File: src/rtl/fetch_unit.sv
// fetch_unit: instruction fetch stage with imem req/ack, decode valid/ready and redirect kill
module fetch_unit #(
  parameter int TAM_ADDR = 32,
  parameter int TAM_DATA = 32,
  parameter int TAM_INS = 7,
  parameter logic [TAM_ADDR-1:0] RESET_PC = '0
) (
  input  logic                CLK,
  input  logic                RST_N,
  output logic                IMEM_REQ,
  output logic [TAM_ADDR-1:0] IMEM_ADDR,
  input  logic                IMEM_ACK,
  input  logic [TAM_DATA-1:0] IMEM_RDATA,
  input  logic                REDIRECT,
  input  logic [TAM_ADDR-1:0] REDIRECT_PC,
  output logic                INS_VALID,
  input  logic                INS_READY,
  output logic [TAM_DATA-1:0] INS_WORD,
  output logic [TAM_ADDR-1:0] INS_PC,
  output logic [TAM_INS-1:0]  OPCODE
);
  typedef enum logic [1:0] {IDLE, REQ, HOLD} state_t;
  state_t state_q, state_d;
  logic [TAM_ADDR-1:0] pc_q, pc_d, ins_pc_q, ins_pc_d, pend_q, pend_d;
  logic [TAM_DATA-1:0] word_q, word_d;
  logic kill_q, kill_d;
  logic [TAM_ADDR-1:0] target;
  assign target = REDIRECT_PC & ~TAM_ADDR'(3);
  // state and datapath registers, reset dominates
  always_ff @(posedge CLK) begin
    if (!RST_N) begin
      state_q  <= IDLE;
      pc_q     <= RESET_PC;
      ins_pc_q <= '0;
      pend_q   <= '0;
      word_q   <= TAM_DATA'(32'h0000_0013);
      kill_q   <= 1'b0;
    end else begin
      state_q  <= state_d;
      pc_q     <= pc_d;
      ins_pc_q <= ins_pc_d;
      pend_q   <= pend_d;
      word_q   <= word_d;
      kill_q   <= kill_d;
    end
  end
  // next state: a killed or redirected ack re-requests, a clean ack holds for decode
  always_comb begin
    state_d = state_q;
    case (state_q)
      IDLE:    state_d = REQ;
      REQ:     state_d = (IMEM_ACK && !kill_q && !REDIRECT) ? HOLD : REQ;
      HOLD:    state_d = (REDIRECT || INS_READY) ? REQ : HOLD;
      default: state_d = IDLE;
    endcase
  end
  // datapath: PC steering, pending redirect target and captured instruction
  always_comb begin
    pc_d     = pc_q;
    ins_pc_d = ins_pc_q;
    pend_d   = pend_q;
    word_d   = word_q;
    kill_d   = kill_q;
    case (state_q)
      IDLE, HOLD: pc_d = REDIRECT ? target : pc_q;
      REQ: begin
        if (IMEM_ACK && (kill_q || REDIRECT)) begin
          pc_d   = REDIRECT ? target : pend_q;
          kill_d = 1'b0;
        end else if (IMEM_ACK) begin
          word_d   = IMEM_RDATA;
          ins_pc_d = pc_q;
          pc_d     = pc_q + TAM_ADDR'(4);
        end else if (REDIRECT) begin
          kill_d = 1'b1;
          pend_d = target;
        end
      end
      default: pc_d = pc_q;
    endcase
  end
  // Moore outputs decoded from the state register only
  always_comb begin
    IMEM_REQ  = state_q == REQ;
    INS_VALID = state_q == HOLD;
  end
  assign IMEM_ADDR = pc_q;
  assign INS_WORD  = word_q;
  assign INS_PC    = ins_pc_q;
  assign OPCODE    = word_q[TAM_INS-1:0];
endmodule

File: config.mk
export PLATFORM = sky130hd
export DESIGN_NAME = fetch_unit
export DESIGN_NICKNAME = d
export VERILOG_FILES = /design/src/rtl/fetch_unit.sv
export SDC_FILE = /design/constraint.sdc
export NUM_CORES = 1
export LEC_CHECK = 0
export ABC_CLOCK_PERIOD_IN_PS = 1800
export CELL_PAD_IN_SITES_DETAIL_PLACEMENT = 1
export CELL_PAD_IN_SITES_GLOBAL_PLACEMENT = 1
export CORE_ASPECT_RATIO = 1.2
export CORE_MARGIN = 4
export CORE_UTILIZATION = 30
export DETAILED_ROUTE_END_ITERATION = 12
export PLACE_DENSITY_LB_ADDON = 0.1
export SYNTH_ARGS = -nofsm -noshare
export SYNTH_HDL_FRONTEND = slang
export SYNTH_SLANG_ARGS = --single-unit
export TNS_END_PERCENT = 10
File: constraint.sdc
create_clock -name CLK -period 1.8 [get_ports CLK]
set_clock_uncertainty 0.1 [all_clocks]
set_input_delay 0.36 -clock CLK [delete_from_list [all_inputs] [get_ports CLK]]
set_output_delay 0.36 -clock CLK [all_outputs]
set_load 0.05 [all_outputs]
After elaboration in Yosys (flattened, before gate mapping)
Index checks and enable logic that the tools add are counted.

cells by class
  $add $sub $neg = 1
  multipliers = 0
  divide/modulo/power cells = 0
  order comparisons = 0
  equality and inequality tests = 5
  shift operators = 0
  muxes and demuxes = 11
  bitwise logic cells = 2
  reduce and logical (&&, ||, !) cells = 15

operators with widths
  operator                                                                 count
  32-bit 2-to-1 mux                                                        4
  32-bit case mux with 2 select lines                                      1
  32-bit by 3-bit adder with 32-bit output, second input constant          1
  3-bit AND reduction                                                      4
  2-bit case mux with 3 select lines                                       1
  2-bit 2-to-1 mux                                                         2
  2-bit nonzero test                                                       2
  1-bit logical AND                                                        3
  1-bit 2-to-1 mux                                                         3
  3-bit by 1-bit inequality test with 1-bit output, second input constant  1
  2-bit by 1-bit == test with 1-bit output, second input constant          1
  2-bit == test, second input constant                                     1
  1-bit zero test                                                          2
  2-bit zero test                                                          1
  1-bit logical OR                                                         2
  2-bit by 1-bit inequality test with 1-bit output, second input constant  1
  2-bit inequality test, second input constant                             1
  1-bit inverter                                                           2
  2-bit OR reduction                                                       1

word-level totals
  register bits after elaboration = 131
  latch bits = 0
  bits in writable memories = 0
  ROM bits = 0
  input port bits = 69
  output and inout port bits = 105
  logic and storage cells = 40
  memories kept = 0

Logic depth before layout (Yosys ltp)
  depth in word-level cells = 5
  depth in mapped cells = 8
  gate-level depth less buffers = 6

Least setup slack after synthesis
OpenSTA, ideal clock, no wires.

  kind = reg2reg
  start point = register pc_q[2], in the netlist IMEM_ADDR[2]
  end point = register pc_q[30], in the netlist IMEM_ADDR[30]
  setup time = 0.136 ns
  arrival time = 2.133 ns
  data required time = 1.564 ns
  path slack = -0.569 ns
  cell stages (with the launch flop) = 8
  buffers on the path = 1
  clock period less this slack = 2.369 ns
  cells stage by stage = dfxtp_1 ha_1 nand4_2 nor4_1 buf_4 nand2_4 a2111oi_4 nor4_1

on the way
  word-level cells in the longest chain between the ends = 4

ends and longest elaborated chain
  what                                      line  text
  from (decl)                               24    logic [TAM_ADDR-1:0] pc_q, pc_d, ins_pc_q, ins_pc_d, pend_q, pend_d;
  from (signal assigned)                    40    pc_q <= pc_d;
  32-bit by 3-bit adder with 32-bit output  73    pc_d = pc_q + TAM_ADDR'(4);
  32-bit 2-to-1 mux                         70    end else if (IMEM_ACK) begin
  32-bit 2-to-1 mux                         67    if (IMEM_ACK && (kill_q || REDIRECT)) begin
  32-bit case mux with 2 select lines       64    case (state_q)

Every way passes these cells. The select of a mux whose other input is x is not followed.
A chain may end at the register's enable or synchronous reset.

Worst setup path in the final report
  start point = register pc_q[2], in the netlist IMEM_ADDR[2]
  end point = register pc_q[15], in the netlist IMEM_ADDR[15]

Same word-level chain as after synthesis.

==> results.md <==
* Register bit total from synthesis at 131
* N_diodes at 0
* Synth unique cells at 66
* Cells after synthesis at 761
* Lkg Pwr at 3.79 nW
* Tot GR Track Use at 21.4%
* Async SR Flop Fraction at 0%
* Number of global-route vias before repair at between 7000 and 8000
* Largest net degree at the start of global routing at 45
* Commonest cells post-synth: 212 x nand2_1, 134 x a21oi_1, 131 x dfxtp_1
* Nets at roughly 1100
* Synth top area cells: dfxtp_1 44%, nand2_1 13%, a21oi_1 11%
* IO Port Bufs at 171
* Fmax at between 500 and 600 MHz
* Mapped Avg Cell Area at between 7 and 8 um^2
* Core region area at 19500 um^2
* RSZ-0062 raised after global routing: true
* Hpwl dp at 17800 um
* Largest area contributor in the netlist: dfxtp_1
* Sequential area share after synthesis at 44.2%
* First-pass GRT wire length at 37400 um
* DR vias/cell at around 5
* Final core utilization at 49.0%
* Maximum VDD drop at 0.743 mV
* Drt pass-1 iters at 4
* Die H at 162 um
* Root Buffer: clkbuf_16
* Drt first-iter violations at 290
* # rows at 56
* Clock tree buffer depth at 2
* Die Area at about 22000 um^2
* Cts bufs inserted at 17
* Relative slew slack at 77.8%
* Routed len/inst at 18.4 um
* Final cell count without fillers at 1290
* Num ports at 174
* Synth Warn # at 0
* Final WL at 23800 um
* PwrDens at 882 nW/um^2
* Pins Over Slew Limit at 0
* Ys flop type: dfxtp_1
* DRT antenna net count at 0
* Total power at 8.41 mW
* Cell Chain, Critical Path: buf_6 -> buf_4 -> nand2_4 -> or3_4 -> or4_1 -> a21oi_1 -> a31o_1
* CP max stage cell: or4_1
* Share of cells above drive strength 1 at between 30% and 40%
* Crit path time final at roughly 1800 ps
* Final-layout fill cell count at between 2000 and 2500
* DR vias at 6546
* Final setup vio count at 1
* Worst-path clk slew at 60 ps
* Final setup margin at -1.22 ps
* Initial antenna violation count at 0
* Htree depth at 4
* Type of the worst setup path: flip-flop to flip-flop
* CTS tree: done
* CP endpoint kind: flip-flop
* Crit share post-route at 100%
* Final hold violations at 0
* WHS Path Cells at 2
* Die width at 136 um
* Crit path max fanout at 3
* Post-synth top area share at 44.2%
* Post-Syn Area at roughly 6000 um^2
* Worst Path Required at 2060 ps
* Failing checks: negative setup slack
* Sinks on Clock Net at 131
* Routability Congestion at between 0.8 and 0.9
* CP max stage delay at around 410 ps
* Top-count cell post-synth: nand2_1
* Crit start category: flip-flop
* Hold WC Path Type: flip-flop to flip-flop
* Slew @ Worst Pin at 329 ps
* # placed instances at 1251
* # DRC at 0
* Area Overhead vs Synth at 61.0%
* Max-cap violations at 0
* Post-synth EDFFs at 0
* Syn_nets at 831
* Hold buffers post-CTS at 0
* Clk_lat worst skew at 430 ps
* Initial core utilization at 30.4%
* Arrival time of the worst setup path at 2060 ps
* R2R cell count at 7
* Status: finished, violations left
* Total gr overflow at 0
## final timing paths
check / startpoint / end / slack [ps]
hold / removal: INS_PC[26]$_SDFFE_PN0P_ / INS_PC[26]$_SDFFE_PN0P_ / 360
setup reg to reg: IMEM_ADDR[2]$_SDFFE_PN0P_ / IMEM_ADDR[15]$_SDFFE_PN0P_ / -1
setup / recovery: IMEM_ADDR[2]$_SDFFE_PN0P_ / IMEM_ADDR[15]$_SDFFE_PN0P_ / -1
hold reg to reg: INS_PC[26]$_SDFFE_PN0P_ / INS_PC[26]$_SDFFE_PN0P_ / 360
## power breakdown
part	switching, mW	total, mW	internal (mW)
Sequential	0.105	3.14	3.03
Clock	1.41	3.40	2.00
Combinational	1.08	1.87	0.792
Total	2.59	8.41	5.82
## critical path, delay by kind of cell, from the launching register on
| kind | cells | cell delay (ps) |
|---|---|---|
| buffers and inverters | 2 | 200 |
| DFF | 1 | 370 |
| and+or+nand+nor | 3 | 810 |
| AOI/OAI and AO/OA | 2 | 250 |
## cell families after synthesis
kind of cell | after synthesis | share of synthesized area, %
AOI/OAI and AO/OA | 233 | 23.6
xor gates and xnor gates | 10 | 1.48
adders and majority gates | 1 | 0.211
buffers and inverters | 75 | 5.72
DFF | 131 | 44.2
muxes | 6 | 1.03
and+or+nand+nor | 305 | 23.7
## per-layer routing
layer  part of all wire, %  vias to the layer above  wire, um  GRT usage (%)
li1                      -                     3153         -              -
met1                    41                     3199      9730           24.5
met2                    53                      167     12500           40.0
met3                   4.9                       27      1160           3.81
met4                   1.5                        0       358           6.60
met5                     0                        -         0              0
## registers in the layout, summed over array words and instances (netlist names)
| signal | flops |
|---|---|
| IMEM_ADDR | 32 |
| state_q | 2 |
| pend_q | 32 |
| INS_WORD | 32 |
| kill_q | 1 |
| INS_PC | 32 |
## through the flow
step / hold WS (ps) / worst slack (ps) / instance area (um^2) / setup TNS (ps)
after global routing: 370 / -59.0 / 9540 / -391
after floorplan: 334 / -49.9 / 6030 / -163
final: 355 / -1.22 / 9540 / -1.22
after detailed placement: 347 / -650 / 8740 / -60500
after global placement: 340 / -599 / 8740 / -57240
after CTS: 356 / -56.8 / 9460 / -183
## what timing repair did
action / in CTS / in global routing
pin swaps: 14 / 13
hold endpoints to repair: 0 / 0
gates resized for setup: 30 / 18
gates cloned: 1 / 0
setup buffers: 4 / 2
endpoints found under the setup margin: 83 / 25
## area by class of cell
type / instances / area (um^2) / area share (%)
Clock buffer: 19 / 454 / 4.76
Clock inverter: 13 / 123 / 1.28
Inverter: 12 / 47.5 / 0.498
Multi-Input combinational cell: 555 / 3140 / 32.9
Sequential cell: 131 / 2690 / 28.2
Tap cell: 261 / 327 / 3.42
Timing Repair Buffer: 299 / 2760 / 29.0
## placed cells by master (no fill, tap or decap), drive strengths merged, types with 3 or more instances in the layout
cell	count
and2	3
a211oi	3
buf	233
nor2b	4
nand2	214
nand3b	3
a221oi	11
nor3	14
clkinv	8
clkbuf	19
a22o	3
clkdlybuf4s50	64
a21oi	135
inv	14
and4	3
or3	4
mux2i	5
nor2	15
a21boi	5
xor2	7
a31oi	9
o221ai	4
a22oi	4
and3	5
nor3b	3
o211ai	4
a31o	3
o22ai	4
a21o	3
nand3	19
dfxtp	131
o21ai	31
nand2b	3
xnor2	3
nor4	5
nand4	7
No activity file was read; power rests on OpenSTA's default activity.
